File: src/rtl/alu_operand_stage_pkg.sv
// Shared ALU definitions: operation codes used by the ALU and by the operand stage,
// plus the register-match helper used for load-use hazard detection.
package alu_operand_stage_pkg;

    localparam int REG_ADDR_W = 5;
    localparam int ALUSEL_W   = 4;

    typedef enum logic [ALUSEL_W-1:0] {
        ALU_ADD  = 4'd0,
        ALU_SUB  = 4'd1,
        ALU_AND  = 4'd2,
        ALU_OR   = 4'd3,
        ALU_XOR  = 4'd4,
        ALU_SLL  = 4'd5,
        ALU_SRL  = 4'd6,
        ALU_SRA  = 4'd7,
        ALU_SLT  = 4'd8,
        ALU_SLTU = 4'd9,
        ALU_LUI  = 4'd10
    } alu_op_e;

    // True when a non-zero destination feeds either source register that is actually read.
    function automatic logic rd_match(
        input logic [REG_ADDR_W-1:0] rd,
        input logic                  uses_rs1,
        input logic [REG_ADDR_W-1:0] rs1,
        input logic                  uses_rs2,
        input logic [REG_ADDR_W-1:0] rs2
    );
        return (rd != '0) && ((uses_rs1 && (rs1 == rd)) || (uses_rs2 && (rs2 == rd)));
    endfunction

endpackage

File: src/rtl/alu_operand_stage_forward.sv
// Per-operand bypass mux: picks the youngest in-flight result for a source register,
// with x0 always reading as zero.
module operand_forward
    import alu_operand_stage_pkg::*;
#(
    parameter int XLEN = 32
) (
    input  logic [REG_ADDR_W-1:0] rs_addr,
    input  logic [XLEN-1:0]       rs_data,
    input  logic                  exmem_wen,
    input  logic [REG_ADDR_W-1:0] exmem_rd,
    input  logic [XLEN-1:0]       exmem_result,
    input  logic                  memwb_wen,
    input  logic [REG_ADDR_W-1:0] memwb_rd,
    input  logic [XLEN-1:0]       memwb_result,
    output logic [XLEN-1:0]       fwd_data
);

    // EX/MEM is the younger producer, so it wins over MEM/WB.
    always_comb begin
        fwd_data = rs_data;
        if (rs_addr == '0) begin
            fwd_data = '0;
        end else if (exmem_wen && (exmem_rd == rs_addr)) begin
            fwd_data = exmem_result;
        end else if (memwb_wen && (memwb_rd == rs_addr)) begin
            fwd_data = memwb_result;
        end
    end

endmodule

File: src/rtl/alu_operand_stage.sv
// Operand stage: single-entry registered buffer between decode and the ALU that
// resolves bypassing, stalls on load-use hazards and counts stall cycles.
module alu_operand_stage
    import alu_operand_stage_pkg::*;
#(
    parameter int XLEN = 32,
    parameter int CNTW = 16
) (
    input  logic                  clk,
    input  logic                  rst,
    input  logic                  in_valid,
    output logic                  in_ready,
    input  logic [REG_ADDR_W-1:0] rs1_addr,
    input  logic [REG_ADDR_W-1:0] rs2_addr,
    input  logic [REG_ADDR_W-1:0] rd_addr,
    input  logic [XLEN-1:0]       rs1_data,
    input  logic [XLEN-1:0]       rs2_data,
    input  logic [XLEN-1:0]       imm,
    input  logic [XLEN-1:0]       pc,
    input  logic                  use_pc,
    input  logic                  use_imm,
    input  logic                  uses_rs1,
    input  logic                  uses_rs2,
    input  logic                  is_load,
    input  logic [ALUSEL_W-1:0]   alusel_in,
    input  logic                  exmem_wen,
    input  logic [REG_ADDR_W-1:0] exmem_rd,
    input  logic [XLEN-1:0]       exmem_result,
    input  logic                  memwb_wen,
    input  logic [REG_ADDR_W-1:0] memwb_rd,
    input  logic [XLEN-1:0]       memwb_result,
    input  logic                  flush,
    output logic                  out_valid,
    input  logic                  out_ready,
    output logic [XLEN-1:0]       reg1,
    output logic [XLEN-1:0]       reg2,
    output logic [ALUSEL_W-1:0]   ALUsel,
    output logic [REG_ADDR_W-1:0] rd_out,
    output logic                  is_load_out,
    output logic [CNTW-1:0]       stall_count
);

    logic                  out_valid_q, out_valid_d;
    logic [XLEN-1:0]       reg1_q, reg1_d;
    logic [XLEN-1:0]       reg2_q, reg2_d;
    alu_op_e               alusel_q, alusel_d;
    logic [REG_ADDR_W-1:0] rd_q, rd_d;
    logic                  is_load_q, is_load_d;
    logic                  ld_pending_q, ld_pending_d;
    logic [REG_ADDR_W-1:0] ld_rd_q, ld_rd_d;
    logic [CNTW-1:0]       stall_count_q, stall_count_d;

    logic [XLEN-1:0] fwd_rs1;
    logic [XLEN-1:0] fwd_rs2;
    logic            hazard;
    logic            in_fire;
    logic            out_fire;

    operand_forward #(.XLEN(XLEN)) u_fwd_rs1 (
        .rs_addr      (rs1_addr),
        .rs_data      (rs1_data),
        .exmem_wen    (exmem_wen),
        .exmem_rd     (exmem_rd),
        .exmem_result (exmem_result),
        .memwb_wen    (memwb_wen),
        .memwb_rd     (memwb_rd),
        .memwb_result (memwb_result),
        .fwd_data     (fwd_rs1)
    );

    operand_forward #(.XLEN(XLEN)) u_fwd_rs2 (
        .rs_addr      (rs2_addr),
        .rs_data      (rs2_data),
        .exmem_wen    (exmem_wen),
        .exmem_rd     (exmem_rd),
        .exmem_result (exmem_result),
        .memwb_wen    (memwb_wen),
        .memwb_rd     (memwb_rd),
        .memwb_result (memwb_result),
        .fwd_data     (fwd_rs2)
    );

    // A load is unresolvable both while it sits here and for the cycle after it leaves.
    always_comb begin
        hazard = 1'b0;
        if (in_valid) begin
            if (out_valid_q && is_load_q &&
                rd_match(rd_q, uses_rs1, rs1_addr, uses_rs2, rs2_addr)) begin
                hazard = 1'b1;
            end
            if (ld_pending_q &&
                rd_match(ld_rd_q, uses_rs1, rs1_addr, uses_rs2, rs2_addr)) begin
                hazard = 1'b1;
            end
        end
    end

    assign in_ready = (!out_valid_q || out_ready) && !hazard && !flush;
    assign in_fire  = in_valid && in_ready;
    assign out_fire = out_valid_q && out_ready;

    always_comb begin
        out_valid_d   = out_valid_q;
        reg1_d        = reg1_q;
        reg2_d        = reg2_q;
        alusel_d      = alusel_q;
        rd_d          = rd_q;
        is_load_d     = is_load_q;
        ld_pending_d  = 1'b0;
        ld_rd_d       = '0;
        stall_count_d = stall_count_q;

        if (flush) begin
            out_valid_d = 1'b0;
        end else if (in_fire) begin
            out_valid_d = 1'b1;
        end else if (out_fire) begin
            out_valid_d = 1'b0;
        end

        if (in_fire) begin
            reg1_d    = use_pc  ? pc  : fwd_rs1;
            reg2_d    = use_imm ? imm : fwd_rs2;
            alusel_d  = alu_op_e'(alusel_in);
            rd_d      = rd_addr;
            is_load_d = is_load;
        end

        if (!flush && out_fire && is_load_q) begin
            ld_pending_d = 1'b1;
            ld_rd_d      = rd_q;
        end

        if (hazard && (stall_count_q != {CNTW{1'b1}})) begin
            stall_count_d = stall_count_q + {{(CNTW-1){1'b0}}, 1'b1};
        end
    end

    always_ff @(posedge clk or posedge rst) begin
        if (rst) begin
            out_valid_q   <= 1'b0;
            reg1_q        <= '0;
            reg2_q        <= '0;
            alusel_q      <= ALU_ADD;
            rd_q          <= '0;
            is_load_q     <= 1'b0;
            ld_pending_q  <= 1'b0;
            ld_rd_q       <= '0;
            stall_count_q <= '0;
        end else begin
            out_valid_q   <= out_valid_d;
            reg1_q        <= reg1_d;
            reg2_q        <= reg2_d;
            alusel_q      <= alusel_d;
            rd_q          <= rd_d;
            is_load_q     <= is_load_d;
            ld_pending_q  <= ld_pending_d;
            ld_rd_q       <= ld_rd_d;
            stall_count_q <= stall_count_d;
        end
    end

    assign out_valid   = out_valid_q;
    assign reg1        = reg1_q;
    assign reg2        = reg2_q;
    assign ALUsel      = alusel_q;
    assign rd_out      = rd_q;
    assign is_load_out = is_load_q;
    assign stall_count = stall_count_q;

endmodule
File: config.mk
export PLATFORM = sky130hd
export DESIGN_NAME = alu_operand_stage
export DESIGN_NICKNAME = d
export VERILOG_FILES = /design/src/rtl/alu_operand_stage_pkg.sv /design/src/rtl/alu_operand_stage_forward.sv /design/src/rtl/alu_operand_stage.sv
export SDC_FILE = /design/constraint.sdc
export NUM_CORES = 1
export LEC_CHECK = 0
export ABC_AREA = 1
export CAP_MARGIN = 20
export CORE_MARGIN = 10
export CORE_UTILIZATION = 35
export CTS_BUF_LIST = sky130_fd_sc_hd__clkbuf_4
export CTS_CLUSTER_SIZE = 20
export DETAILED_ROUTE_END_ITERATION = 8
export PLACE_DENSITY = 0.69
export SYNTH_ARGS = -nofsm -noshare
export SYNTH_HDL_FRONTEND = slang
export SYNTH_SLANG_ARGS = --single-unit
File: constraint.sdc
create_clock -name clk -period 3.25 [get_ports clk]
set_clock_uncertainty 0.1 [all_clocks]
set_input_delay 0.325 -clock clk [delete_from_list [all_inputs] [get_ports clk]]
set_output_delay 0.325 -clock clk [all_outputs]
set_load 0.05 [all_outputs]
==> metrics.md <==
| Metric | Value |
|---|---|
| Vias/cell | 5.05 |
| Clk_lat worst skew | 0.48 ns |
| Largest stage delay, worst path | 0.50 ns |
| Share of power burned in the clock network | 0.180 |
| Setup bufs post-CTS | 0 |
| Peak Freq | 388 MHz |
| Resized Gates After CTS | 0 |
| CTS root buffer | clkbuf_4 |
| Die area | 26700 um2 |
| Routed vias | 9002 |
| Yosys warning total | 0 |
| CP required | 2.82 ns |
| Syn-to-layout area delta | 50.9% |
| Gate power share | 0.464 |
| Die Span Y | 163 um |
| Post-DP HPWL | 27400 um |
| Worst slew pin tran | 0.622 ns |
| CTS tree | yes |
| Die W | 163 um |
| Crit. Startpoint | rd_out[2] |
| Sequential share of power | 0.356 |
| Initial DRC Count | 768 |
| Rel. slew slack | 0.584 |
| Critical path launch point type | flip-flop |
| Sw Ratio | 0.438 |
| WP data arrival | 2.15 ns |
| Num CTS Buffers | 9 |
| Commonest non-fill, non-tap cell in the layout | nand2_1 |
| Most frequent cells in the layout | nand2_1 (603), clkdlybuf4s50_1 (323), nor2_1 (171) |
| Static leakage | 5.44 nW |
| PortBufs | 324 |
| Std cell rows | 52 |
| Hold Fails Final Rpt | 0 |
| Yosys top cell area share | 0.337 |
| Post-Syn Area | 7200 um2 |
| Finish-stage setup viols | 0 |
| Worst r2r src | stall_count[0] |
| Tmin final | 2.58 ns |
| ANT nets after route | 0 |
| Syn_area_per_cell | 5.97 um2 |
| Final weighted congestion in routability-driven placement | 0.932 |
| Max-Cap Viols | 0 |
| Slowest cell on the critical path | dfrtp_1 |
| Vias in the first global route | 9017 |
| CORE AREA | 20200 um2 |
| Hold_ws | 0.196 ns |
| Worst-path cell chain | inv_1 > o21ai_0 > nor2_1 > nand3_1 > nand2_1 > nand2_1 > nand2_2 > a21oi_1 > buf_12 |
| Synth cell types | 26 |
| Pwr Total | 4.12 mW |
| Peak VDD IR | 0.193 mV |
| Clock sink count | 97 |
| Initial antenna violation count | 12 |
| GRT overflow | 0 |
| P_int | 2.31 mW |
| Seq cells post-synth | 97 |
| Fillcell total | 2094 |
| CP Max Fanout | 5 |
| DR DRC count | 0 |
| Final Max Slew Viols | 0 |
| Largest net degree at the start of global routing | 98 |
| RSZ-0062 raised after global routing | false |
| Sw power | 1.81 mW |
| Final nets | 1728 |
| Post-synthesis sequential area ratio | 0.337 |
| Share of cells above drive strength 1 | 0.0460 |
| Final WL | 36400 um |
| Clk pin slew, worst setup/hold paths | 0.20 ns |
| CTS H-tree depth | 3 |
| Worst setup EP type | primary output |
| Net Count, Synth | 1440 |
| TNS Setup | 0 ns |
| PD cells | 379 nW/um2 |
| Cts hold-fix bufs | 0 |
| Max clock buf depth | 2 |
| WS Path Type | reg2out |
| Dominant cells by area after synthesis | dfrtp_1 (34%), nand2_1 (31%), nor2_1 (8.9%), nand4_1 (7.5%), nand3_1 (5.4%) |
| Post-synthesis cell count | 1206 |
| Status | complete, no violations |
| Post-synth top area cell | dfrtp_1 |
| Total Routing Usage GR | 0.264 |
| Initial Util | 0.356 |
| DR WL/cell | 20.4 um |
| HP Class | in2async |
| First-pass GRT wire length | 54500 um |
| Detailed Routing Iterations Pass 1 | 5 |
| Num ports | 325 |
| Most used cell, CP | nand2_1 |
| Tcrit/Tclk final | 0.794 |
through the flow:
stage | cell area [um2] | setup WS, ns | cells | utilization
global route | 10900 | 0.447 | 1777 | 0.536
floorplan | 7200 | 0.291 | 1206 | -
CTS | 10800 | 0.652 | 1769 | 0.535
detailed placement | 10700 | 0.531 | 1753 | 0.528
global placement | 10700 | 0.533 | 1753 | 0.528
finish | 10900 | 0.670 | 1782 | 0.537
kinds of logic after synthesis:
group | Yosys count | synth area share
XOR/XNOR | 15 | 0.0182
AND/OR/NAND/NOR | 957 | 0.553
buffers and inverters | 116 | 0.0747
adder cells (fa/ha/maj) | 1 | 0.00174
AO/OA/AOI/OAI | 20 | 0.0149
flip-flops | 97 | 0.337
power by group through the flow:
stage,logic (mW),clock network [mW],registers (mW)
2_1_floorplan,0.498,0,2.03
3_3_place_gp,1.92,0,1.48
3_5_place_dp,1.91,0,1.49
4_1_cts,1.92,0.761,1.47
5_1_grt,2.04,0.802,1.49
6_report,1.91,0.741,1.47
metal layers:
metal / GRT usage / part of all wire
met4: 0.116 / 0.033
met1: 0.315 / 0.40
met5: 0 / 0.00022
met2: 0.421 / 0.47
met3: 0.0891 / 0.10
worst max-delay path: cells and delay by family, from the launching register on:
kind,cells,cell delay (ns)
flip-flops,1,0.50
AND/OR/NAND/NOR,5,0.43
AO/OA/AOI/OAI,2,0.40
buffers and inverters,2,0.34
cells in the mapped netlist, drive strengths merged:
master  number
inv         45
nor2       177
xor2         9
dfrtp       97
buf         53
nand2      605
nor3         6
o21ai       17
a31o         2
a21oi        1
nand3       82
ha           1
clkbuf      18
nand4       87
xnor2        6
cell type report:
class	instances	area, um2	share of cell area
antenna	13	32.5	0.00299
clock inverter	7	76.3	0.00703
multi-input combinational	993	4250	0.392
sequential	97	2430	0.223
timing repair buffer	348	3500	0.322
tap	270	338	0.0311
inverter	45	171	0.0158
clock buffer	9	67.6	0.00622
flip-flops by register name, indices dropped and copies added (netlist names):
name          cells
is_load_out       1
ALUsel            4
ld_pending_q      1
ld_rd_q           5
rd_out            5
reg1             32
reg2             32
out_valid         1
stall_count      16
path summary, 6_finish.rpt:
kind	to	slack, ns	cells after the start
setup / recovery	in_ready	0.67	9
hold / removal	reg2[11]	0.20	3
setup reg to reg	stall_count[8]	0.96	9
hold reg to reg	reg1[21]	0.40	2
max in group asynchronous	reg1[21]	2.39	3
min in group clk	ALUsel[1]	0.25	3
No activity file was read; power rests on OpenSTA's default activity.
